===== src/rtl/box_renderer_pkg.sv =====
// renderer_pkg: shared coordinate/colour widths, default screen size and FSM state encoding
package renderer_pkg;
  localparam int COORD_X_W = 8;
  localparam int COORD_Y_W = 7;
  localparam int COLOUR_W = 3;
  localparam int DEF_SCREEN_W = 160;
  localparam int DEF_SCREEN_H = 120;
  typedef enum logic [1:0] {IDLE, PLOT, DONE, CLEAR} state_t;
endpackage


===== src/rtl/box_renderer_if.sv =====
// box_renderer_if: command handshake from the game FSM plus the pixel port toward the VGA adapter
//   master: drives req/erase/box_x/box_y/box_colour (and clear_req), observes busy/done/vga_*
//   slave : the renderer side
//   CLEAR_SCREEN_EN adds clear_req
interface box_renderer_if;
  import renderer_pkg::*;
`ifdef CLEAR_SCREEN_EN
  logic clear_req;
`endif
  logic req;
  logic erase;
  logic [COORD_X_W-1:0] box_x;
  logic [COORD_Y_W-1:0] box_y;
  logic [COLOUR_W-1:0] box_colour;
  logic busy;
  logic done;
  logic [COORD_X_W-1:0] vga_x;
  logic [COORD_Y_W-1:0] vga_y;
  logic [COLOUR_W-1:0] vga_colour;
  logic vga_plot;
  modport master (
`ifdef CLEAR_SCREEN_EN
    output clear_req,
`endif
    output req, erase, box_x, box_y, box_colour,
    input busy, done, vga_x, vga_y, vga_colour, vga_plot
  );
  modport slave (
`ifdef CLEAR_SCREEN_EN
    input clear_req,
`endif
    input req, erase, box_x, box_y, box_colour,
    output busy, done, vga_x, vga_y, vga_colour, vga_plot
  );
endinterface


===== src/rtl/box_raster_counter.sv =====
// box_raster_counter: 2-D raster sweep counter, dx fastest, wraps to 0 after the last pixel
//   clock, resetn : clock, async active-low reset
//   clr           : zero both counters
//   step          : advance one pixel
//   lim_x, lim_y  : sweep size (dx runs 0..lim_x-1, dy runs 0..lim_y-1)
//   dx, dy, last  : current offsets, high on the final pixel of the sweep
module box_raster_counter
  import renderer_pkg::*;
(
  input  logic                 clock,
  input  logic                 resetn,
  input  logic                 clr,
  input  logic                 step,
  input  logic [COORD_X_W-1:0] lim_x,
  input  logic [COORD_Y_W-1:0] lim_y,
  output logic [COORD_X_W-1:0] dx,
  output logic [COORD_Y_W-1:0] dy,
  output logic                 last
);
  logic end_x;
  assign end_x = dx == lim_x - COORD_X_W'(1);
  assign last = end_x && (dy == lim_y - COORD_Y_W'(1));
  always_ff @(posedge clock or negedge resetn)
    if (!resetn) begin
      dx <= '0;
      dy <= '0;
    end else if (clr) begin
      dx <= '0;
      dy <= '0;
    end else if (step) begin
      dx <= end_x ? '0 : dx + COORD_X_W'(1);
      dy <= last ? '0 : end_x ? dy + COORD_Y_W'(1) : dy;
    end
endmodule


===== src/rtl/box_renderer.sv =====
// box_renderer: rasterises one box command into per-pixel VGA writes, then pulses done
//   clock, resetn : clock, async active-low reset
//   bus           : box_renderer_if.slave (command handshake in, VGA pixel port out)
//   CLEAR_SCREEN_EN adds a full-screen background sweep requested by clear_req
module box_renderer
  import renderer_pkg::*;
#(
  parameter int                  BOX_W     = 4,
  parameter int                  BOX_H     = 4,
  parameter int                  SCREEN_W  = DEF_SCREEN_W,
  parameter int                  SCREEN_H  = DEF_SCREEN_H,
  parameter logic [COLOUR_W-1:0] BG_COLOUR = '0
) (
  input logic           clock,
  input logic           resetn,
  box_renderer_if.slave bus
);
  state_t s, nxt;
  logic start_box, start_clr, step, last, clip;
  logic [COORD_X_W-1:0] bx, lim_x, dx;
  logic [COORD_Y_W-1:0] by, lim_y, dy;
  logic [COLOUR_W-1:0] col;
  logic [COORD_X_W:0] sx;
  logic [COORD_Y_W:0] sy;
  // one bit wider so boxes near the right/bottom edge clip instead of wrapping to 0
  assign sx = {1'b0, bx} + {1'b0, dx};
  assign sy = {1'b0, by} + {1'b0, dy};
  assign clip = (sx >= (COORD_X_W + 1)'(SCREEN_W)) || (sy >= (COORD_Y_W + 1)'(SCREEN_H));
  always_ff @(posedge clock or negedge resetn)
    if (!resetn) s <= IDLE;
    else s <= nxt;
  always_comb begin
    nxt = s;
    start_box = 1'b0;
    start_clr = 1'b0;
    step = 1'b0;
    case (s)
      IDLE: begin
`ifdef CLEAR_SCREEN_EN
        start_clr = bus.clear_req;
`endif
        start_box = bus.req && !start_clr;
        nxt = start_clr ? CLEAR : start_box ? PLOT : IDLE;
      end
      PLOT, CLEAR: begin
        step = 1'b1;
        nxt = last ? DONE : s;
      end
      default: nxt = IDLE;
    endcase
  end
  // a clear is just a sweep of a screen-sized box at the origin in the background colour
  always_ff @(posedge clock or negedge resetn)
    if (!resetn) begin
      bx <= '0;
      by <= '0;
      col <= '0;
      lim_x <= '0;
      lim_y <= '0;
    end else if (start_box) begin
      bx <= bus.box_x;
      by <= bus.box_y;
      col <= bus.erase ? BG_COLOUR : bus.box_colour;
      lim_x <= COORD_X_W'(BOX_W);
      lim_y <= COORD_Y_W'(BOX_H);
    end
`ifdef CLEAR_SCREEN_EN
    else if (start_clr) begin
      bx <= '0;
      by <= '0;
      col <= BG_COLOUR;
      lim_x <= COORD_X_W'(SCREEN_W);
      lim_y <= COORD_Y_W'(SCREEN_H);
    end
`endif
  box_raster_counter u_cnt (
    .clock  (clock),
    .resetn (resetn),
    .clr    (start_box || start_clr),
    .step   (step),
    .lim_x  (lim_x),
    .lim_y  (lim_y),
    .dx     (dx),
    .dy     (dy),
    .last   (last)
  );
  always_ff @(posedge clock or negedge resetn)
    if (!resetn) begin
      bus.busy <= 1'b0;
      bus.done <= 1'b0;
      bus.vga_plot <= 1'b0;
      bus.vga_x <= '0;
      bus.vga_y <= '0;
      bus.vga_colour <= '0;
    end else begin
      bus.busy <= step;
      bus.done <= s == DONE;
      bus.vga_plot <= step && !clip;
      if (step) begin
        bus.vga_x <= sx[COORD_X_W-1:0];
        bus.vga_y <= sy[COORD_Y_W-1:0];
        bus.vga_colour <= col;
      end
    end
endmodule

===== src/flat_wrapper.sv =====
// flat-port wrapper written by rule: the top's interface ports become plain ports
module box_renderer_flat import renderer_pkg::*;
#(
  parameter int                  BOX_W     = 4,
  parameter int                  BOX_H     = 4,
  parameter int                  SCREEN_W  = DEF_SCREEN_W,
  parameter int                  SCREEN_H  = DEF_SCREEN_H,
  parameter logic [COLOUR_W-1:0] BG_COLOUR = '0
)
  (clock, resetn, bus_req, bus_erase, bus_box_x, bus_box_y, bus_box_colour, bus_busy, bus_done, bus_vga_x, bus_vga_y, bus_vga_colour, bus_vga_plot);
  box_renderer_if bus_i ();
  input logic clock;
  input logic resetn;
  input wire logic [$bits(bus_i.req)-1:0] bus_req;
  input wire logic [$bits(bus_i.erase)-1:0] bus_erase;
  input wire logic [$bits(bus_i.box_x)-1:0] bus_box_x;
  input wire logic [$bits(bus_i.box_y)-1:0] bus_box_y;
  input wire logic [$bits(bus_i.box_colour)-1:0] bus_box_colour;
  output wire logic [$bits(bus_i.busy)-1:0] bus_busy;
  output wire logic [$bits(bus_i.done)-1:0] bus_done;
  output wire logic [$bits(bus_i.vga_x)-1:0] bus_vga_x;
  output wire logic [$bits(bus_i.vga_y)-1:0] bus_vga_y;
  output wire logic [$bits(bus_i.vga_colour)-1:0] bus_vga_colour;
  output wire logic [$bits(bus_i.vga_plot)-1:0] bus_vga_plot;
  assign bus_i.req = bus_req;
  assign bus_i.erase = bus_erase;
  assign bus_i.box_x = bus_box_x;
  assign bus_i.box_y = bus_box_y;
  assign bus_i.box_colour = bus_box_colour;
  assign bus_busy = bus_i.busy;
  assign bus_done = bus_i.done;
  assign bus_vga_x = bus_i.vga_x;
  assign bus_vga_y = bus_i.vga_y;
  assign bus_vga_colour = bus_i.vga_colour;
  assign bus_vga_plot = bus_i.vga_plot;
  box_renderer #(.BOX_W(BOX_W), .BOX_H(BOX_H), .SCREEN_W(SCREEN_W), .SCREEN_H(SCREEN_H), .BG_COLOUR(BG_COLOUR)) u_core (.clock(clock), .resetn(resetn), .bus(bus_i));
endmodule

===== config.mk =====
export PLATFORM = sky130hd
export DESIGN_NAME = box_renderer_flat
export DESIGN_NICKNAME = d
export VERILOG_FILES = /design/src/rtl/box_renderer_pkg.sv /design/src/rtl/box_renderer_if.sv /design/src/rtl/box_raster_counter.sv /design/src/rtl/box_renderer.sv /design/src/flat_wrapper.sv
export SDC_FILE = /design/constraint.sdc
export NUM_CORES = 1
export LEC_CHECK = 0
export BUFFER_PORTS_ARGS = -buffer_cell sky130_fd_sc_hd__clkbuf_2
export CAP_MARGIN = 20
export CORE_MARGIN = 2
export CORE_UTILIZATION = 40
export DETAILED_ROUTE_END_ITERATION = 7
export GPL_TIMING_DRIVEN = 0
export HOLD_SLACK_MARGIN = 0.05
export PLACE_DENSITY_LB_ADDON = 0.15
export SLEW_MARGIN = 40
export SYNTH_ARGS = -nofsm -noshare
export SYNTH_HDL_FRONTEND = slang
export SYNTH_SLANG_ARGS = --single-unit

===== constraint.sdc =====
create_clock -name clock -period 2.3 [get_ports clock]
set_clock_uncertainty 0.15 [all_clocks]
set_input_delay 0 -clock clock [delete_from_list [all_inputs] [get_ports clock]]
set_output_delay 0 -clock clock [all_outputs]
set_load 0.01 [all_outputs]

### Word level (Yosys, flattened, before mapping)

Index checks and enable logic that the tools add are counted.

| storage, ports and cells | value |
|---|---|
| flip-flop bits (word level) | 57 |

| cells by class | value |
|---|---|
| equality and inequality tests | 6 |
| reductions and logical operators | 9 |
| magnitude comparators | 2 |
| $add $sub $neg | 6 |
| multiplexer cells | 13 |

Operators by type and width:

| operator | number |
|---|---|
| 7-bit two-way mux | 4 |
| 8-bit two-way mux | 3 |
| 8-bit by 8-bit adder with 9-bit output | 1 |
| 9-bit by 8-bit greater-or-equal comparator with 1-bit output, second input constant | 1 |
| 7-bit by 7-bit adder with 8-bit output | 1 |
| 8-bit by 1-bit adder with 8-bit output, second input constant | 1 |
| 8-bit equality test | 1 |
| 8-bit by 7-bit greater-or-equal comparator with 1-bit output, second input constant | 1 |
| 3-bit by 1-bit subtractor with 4-bit output, second input constant | 2 |
| 7-bit by 1-bit adder with 7-bit output, second input constant | 1 |
| 7-bit equality test | 1 |
| 2-bit equality test, second input constant | 2 |
| 2-bit one-hot mux with 2 select lines | 1 |
| 1-bit two-way mux | 3 |
| 3-bit two-way mux | 1 |
| 3-bit nonzero test | 1 |
| 2-bit by 1-bit equality test with 1-bit output, second input constant | 1 |
| 1-bit logical AND | 2 |
| 2-bit logical NOT | 1 |
| 2-bit two-way mux | 1 |
| 2-bit by 1-bit != test with 1-bit output, second input constant | 1 |
| 2-bit AND reduction | 1 |
| 2-bit nonzero test | 1 |
| 2-bit OR reduction | 1 |
| 2 further kinds | 2 |

### Depth between registers and ports, before layout

| depth | value |
|---|---|
| word-level depth | 6 |
| mapped depth | 9 |
| depth with buffers taken out | 9 |

### Modules after synthesis

Synthesis repeated with hierarchy kept, for this count alone.

| second synthesis, totals | value |
|---|---|
| cells, all modules | 343 |
| area total of the unflattened synthesis | 3537.1 sq um |

Modules (own cells, without submodules):

| module | times used | sequential area each (sq um) | cells an instance | area an instance (sq um) |
|---|---|---|---|---|
| box_renderer | 1 | 1051.0 | 181 | 2182.1 |
| box_raster_counter | 1 | 375.4 | 162 | 1355.0 |

### Worst setup path after synthesis

No wires, ideal clock.

| timing | value |
|---|---|
| kind | register to register |
| from | register u_core.u_cnt.dx[0] |
| to | register u_core.bus.vga_plot |
| stages on the path, launching flop included | 10 |
| clock period less this slack | 2291 ps |
| required time | 2028 ps |
| arrival | 2020 ps |
| library setup time | 122 ps |
| slack | 9 ps |
| path through | dfrtp_1 > ha_1 > inv_1 > fa_1 > nor2b_1 > o31a_1 > o31ai_1 > a21boi_0 > a311oi_1 > a2111oi_1 |

| between the ends | value |
|---|---|
| longest elaborated chain between the ends | 5 |

Ends and longest elaborated chain:

| item | RTL line | text |
|---|---|---|
| start: declaration | box_raster_counter.sv:16 | `output logic [COORD_X_W-1:0] dx,` |
| start signal: assignment | box_raster_counter.sv:31 | `dx <= end_x ? '0 : dx + COORD_X_W'(1);` |
| 8-bit by 8-bit adder with 9-bit output | box_renderer.sv:26 | `assign sx = {1'b0, bx} + {1'b0, dx};` |
| 9-bit by 8-bit greater-or-equal comparator with 1-bit output | box_renderer.sv:28 | `assign clip = (sx >= (COORD_X_W + 1)'(SCREEN_W)) \|\| (sy >= (COORD_Y_W + 1)'(SCREEN_H));` |
| 1-bit logical OR | box_renderer.sv:28 |  |
| 1-bit logical NOT | box_renderer.sv:98 | `bus.vga_plot <= step && !clip;` |
| 1-bit logical AND | box_renderer.sv:98 |  |
| end signal: assignment | box_renderer.sv:98 |  |
| end: declaration | box_renderer_if.sv:33 | `output busy, done, vga_x, vga_y, vga_colour, vga_plot` |

Every way passes these cells.
A chain may end at the register's enable or synchronous reset.

### Worst setup path in the final report

Ends and elaborated chain as after synthesis.

==> results.md <==
- Outcome: finished, final reports clean
- Synth Area in Simple Gates: 0.214
- Max VDD drop: between 0.0003 and 0.0004 V
- Hold Crit Class: input port to asynchronous set/reset pin
- Reg2reg setup slack: approximately 18 ps
- Area leader, netlist: dfrtp_1
- Mapped cell area: between 3000 and 4000 µm²
- Worst-margin pin slew: ~610 ps
- Routed WL: 7330 µm
- Final min period: about 2300 ps
- Synth Area in Compound Gates: 0.133
- DRT Pass-1 Iters: 4
- Leakage: ~0.0019 µW
- Ys flop type: dfrtp_1
- WHS: 111 ps
- PwrDens: around 570 nW/µm²
- Synth top area share: 0.469
- Via count: 2552
- Final setup vio count: 0
- Synth top cells by count: nand2_1 (69), dfrtp_1 (57), nor2_1 (23), ha_1 (17), o21ai_0 (17)
- Row count: 31
- Main combinational cell family by area after synthesis: simple AND/OR/NAND/NOR gates
- ANT nets after route: 0
- Syn avg cell area: about 10 µm²
- Dominant cells by area after synthesis: dfrtp_1 (47%), nand2_1 (8.5%), ha_1 (7.0%)
- Final Hold Vio Count: 0
- Register bit total from synthesis: 57
- Gr usage total: 0.191
- DR iter-0 viols: 166
- Die height: about 90 µm
- R2R Path Start: u_core.u_cnt.dx[0]
- First-pass GRT wire length: 12400 µm
- Final cell count without fillers: 500
- Crit path arrival time: between 2000 and 2500 ps
- Nets@finish: ~440
- Ant. Diodes: 0
- Reg clk slew, reported paths: roughly 70 ps
- DP Cell Count: 455
- Routed wire per std cell: approximately 15 µm
- Max-slew headroom: 0.590
- Post-DP HPWL: between 5000 and 6000 µm
- Nature of the critical path startpoint: flop
- Number of flops mapped to enable cells by yosys: 0
- Synth Instances: 313
- Count leader, synth: nand2_1
- Crit share post-route: 0.992
- Later-pin clock latency in the skew report: between 300 and 400 ps
- CTS tree: done
- Crit-path max FO: 3
- Root buf cell: clkbuf_8
- Post-synthesis xor/xnor area fraction: 0.0374
- Post-synthesis mux area share: 0.0407
- Unrepaired setup endpoints after global routing: true
- Sink Count: 57
- Total CTS buffers: 9
- Vias per cell: 5.10
- Initial Utilization: 0.417
- IO Port Bufs: 42
- Achievable Freq: between 400 and 500 MHz
- Sequential share of the synthesized area: 0.469
- Syn nets: between 300 and 400
- Reg2Reg Depth: 9
- Ratio of cells with drive above 1 in the final layout: 0.279
- Ys Warns: 0
- CTS max path bufs: 2
- Worst r2r dst: u_core.bus.vga_plot
- Post-route total power: roughly 2300 µW
- Initial antenna violation count: 0
- Total gr overflow: 0
- Worst EP required: approximately 2400 ps
- Synthesis-to-layout area growth: 33.8%
- I/O pin cnt: 43
- Pin count of the biggest net entering global routing: 37
- Slew Limit Fails: 0
- Die ar.: between 8000 and 9000 µm²
- Layout fillers: between 600 and 700
- Residual DRC: 0
- Die width: around 91 µm
- Vias in the first global route: ~2500
- Ys async rst share: 1.00
- Unique masters post-synth: 52
- Max Cap Viol: 0
- H-tree depth: 3
- Post-Synth Adder-Cell Area: 0.0831
- CP endpoint kind: flop
- GPL Wtd Cong: slightly below 0.9
- CORE AREA: ~7300 µm²
- Worst setup path category: flop to flop
-- cell families after synthesis --
logic type | after synthesis
muxes | 11
adders and majority gates | 19
AOI/OAI and AO/OA | 59
xor gates and xnor gates | 13
buffers and inverters | 18
and+or+nand+nor | 136
DFF | 57
-- report_power, final --
| part | internal [µW] | switching, µW |
|---|---|---|
| sequential | 1000 | 0 |
| clock | 809 | 428 |
| combinational | 42.1 | 29.9 |
| total | 1850 | 458 |
-- worst max-delay path, stage by stage (launching register included) --
cell	delay, ps
dfrtp_2	430
ha_4	170
inv_2	50
fa_2	220
nor2b_4	50
o31a_1	280
o31ai_4	230
nand3_1	130
a311oi_2	370
a2111oi_2	80
-- metal layers --
metal | GRT usage | up-vias | share of wire
met1 | 0.269 | 1207 | 0.48
li1 | - | 1261 | -
met3 | 0.0423 | 15 | 0.055
met2 | 0.290 | 69 | 0.45
met4 | 0.0657 | 0 | 0.020
met5 | 0 | - | 0
-- area by class of cell --
| cell class | instances | area, µm² | share of cell area |
|---|---|---|---|
| plain buffers | 9 | 33.8 | 0.00830 |
| clock inverters | 4 | 97.6 | 0.0240 |
| flip-flops and latches | 57 | 1430 | 0.351 |
| well taps | 99 | 124 | 0.0304 |
| multi-input cells | 238 | 1680 | 0.413 |
| clock buffers | 12 | 165 | 0.0406 |
| inverters | 9 | 33.8 | 0.00830 |
| repair buffers | 72 | 503 | 0.124 |
-- layout by cell type (no fill, tap or decap), types with 2 or more instances in the layout --
cell and count:
nand4_1 4, a21oi_1 7, a21o_1 4, a21oi_2 2, dlygate4sd3_1 22, ha_4 3, fa_2 2, o2bb2ai_1 2
or2_2 2, nand2_1 69, o31a_1 2, and2_4 2, and3_1 2, o21ai_0 16, and2_1 2, nand3b_1 4
mux2_2 11, dfrtp_1 54, xor2_1 5, buf_4 6, nand3_1 8, clkbuf_2 41, dfrtp_2 3, clkbuf_8 12
o21a_1 5, a41oi_1 2, bufinv_16 3, nor2_1 22, xnor2_1 7, nor2_2 2, inv_1 8, nor3_1 4
ha_1 14, nor2b_1 2, o21ai_2 3, clkbuf_1 9
-- flip-flops by register name (all words and copies together), names as in the netlist --
name                   flops
u_core.bus.vga_y           7
u_core.col                 3
u_core.u_cnt.dy            7
u_core.bus.vga_plot        1
u_core.bus.done            1
u_core.s                   2
u_core.bx                  8
u_core.bus.vga_x           8
u_core.bus.vga_colour      3
u_core.u_cnt.dx            8
u_core.lim_x               1
u_core.bus.busy            1
u_core.by                  7
-- worst max path at each step --
stage                       startpoint             endpoint  cells past startpoint
global placement    u_core.u_cnt.dx[0]  u_core.bus.vga_plot                      9
detailed placement  u_core.u_cnt.dx[0]  u_core.bus.vga_plot                      9
floorplan           u_core.u_cnt.dx[0]  u_core.bus.vga_plot                      9
global route              u_core.bx[0]  u_core.bus.vga_plot                      9
CTS                 u_core.u_cnt.dx[0]  u_core.bus.vga_plot                      9
finish              u_core.u_cnt.dx[0]  u_core.bus.vga_plot                      9
-- repair_timing --
item                                    4_1_cts  5_1_grt
resized for setup                            15       14
setup buffers                                 6        0
hold buffers                                 23        0
pin swaps                                     7       11
endpoints found under the hold margin        81        0
endpoints found under the setup margin        2        3
-- metrics by stage --
step	TNS, ps	util	cell area [µm²]	worst slack (ps)
after floorplan	0	-	3040	8.75
after global placement	-273	0.463	3380	-273
after detailed placement	-335	0.466	3400	-335
after CTS	-45.7	0.549	4010	-45.7
after global routing	-44.2	0.558	4070	-44.2
final	0	0.558	4070	17.8
No activity file was read; power rests on OpenSTA's default activity.
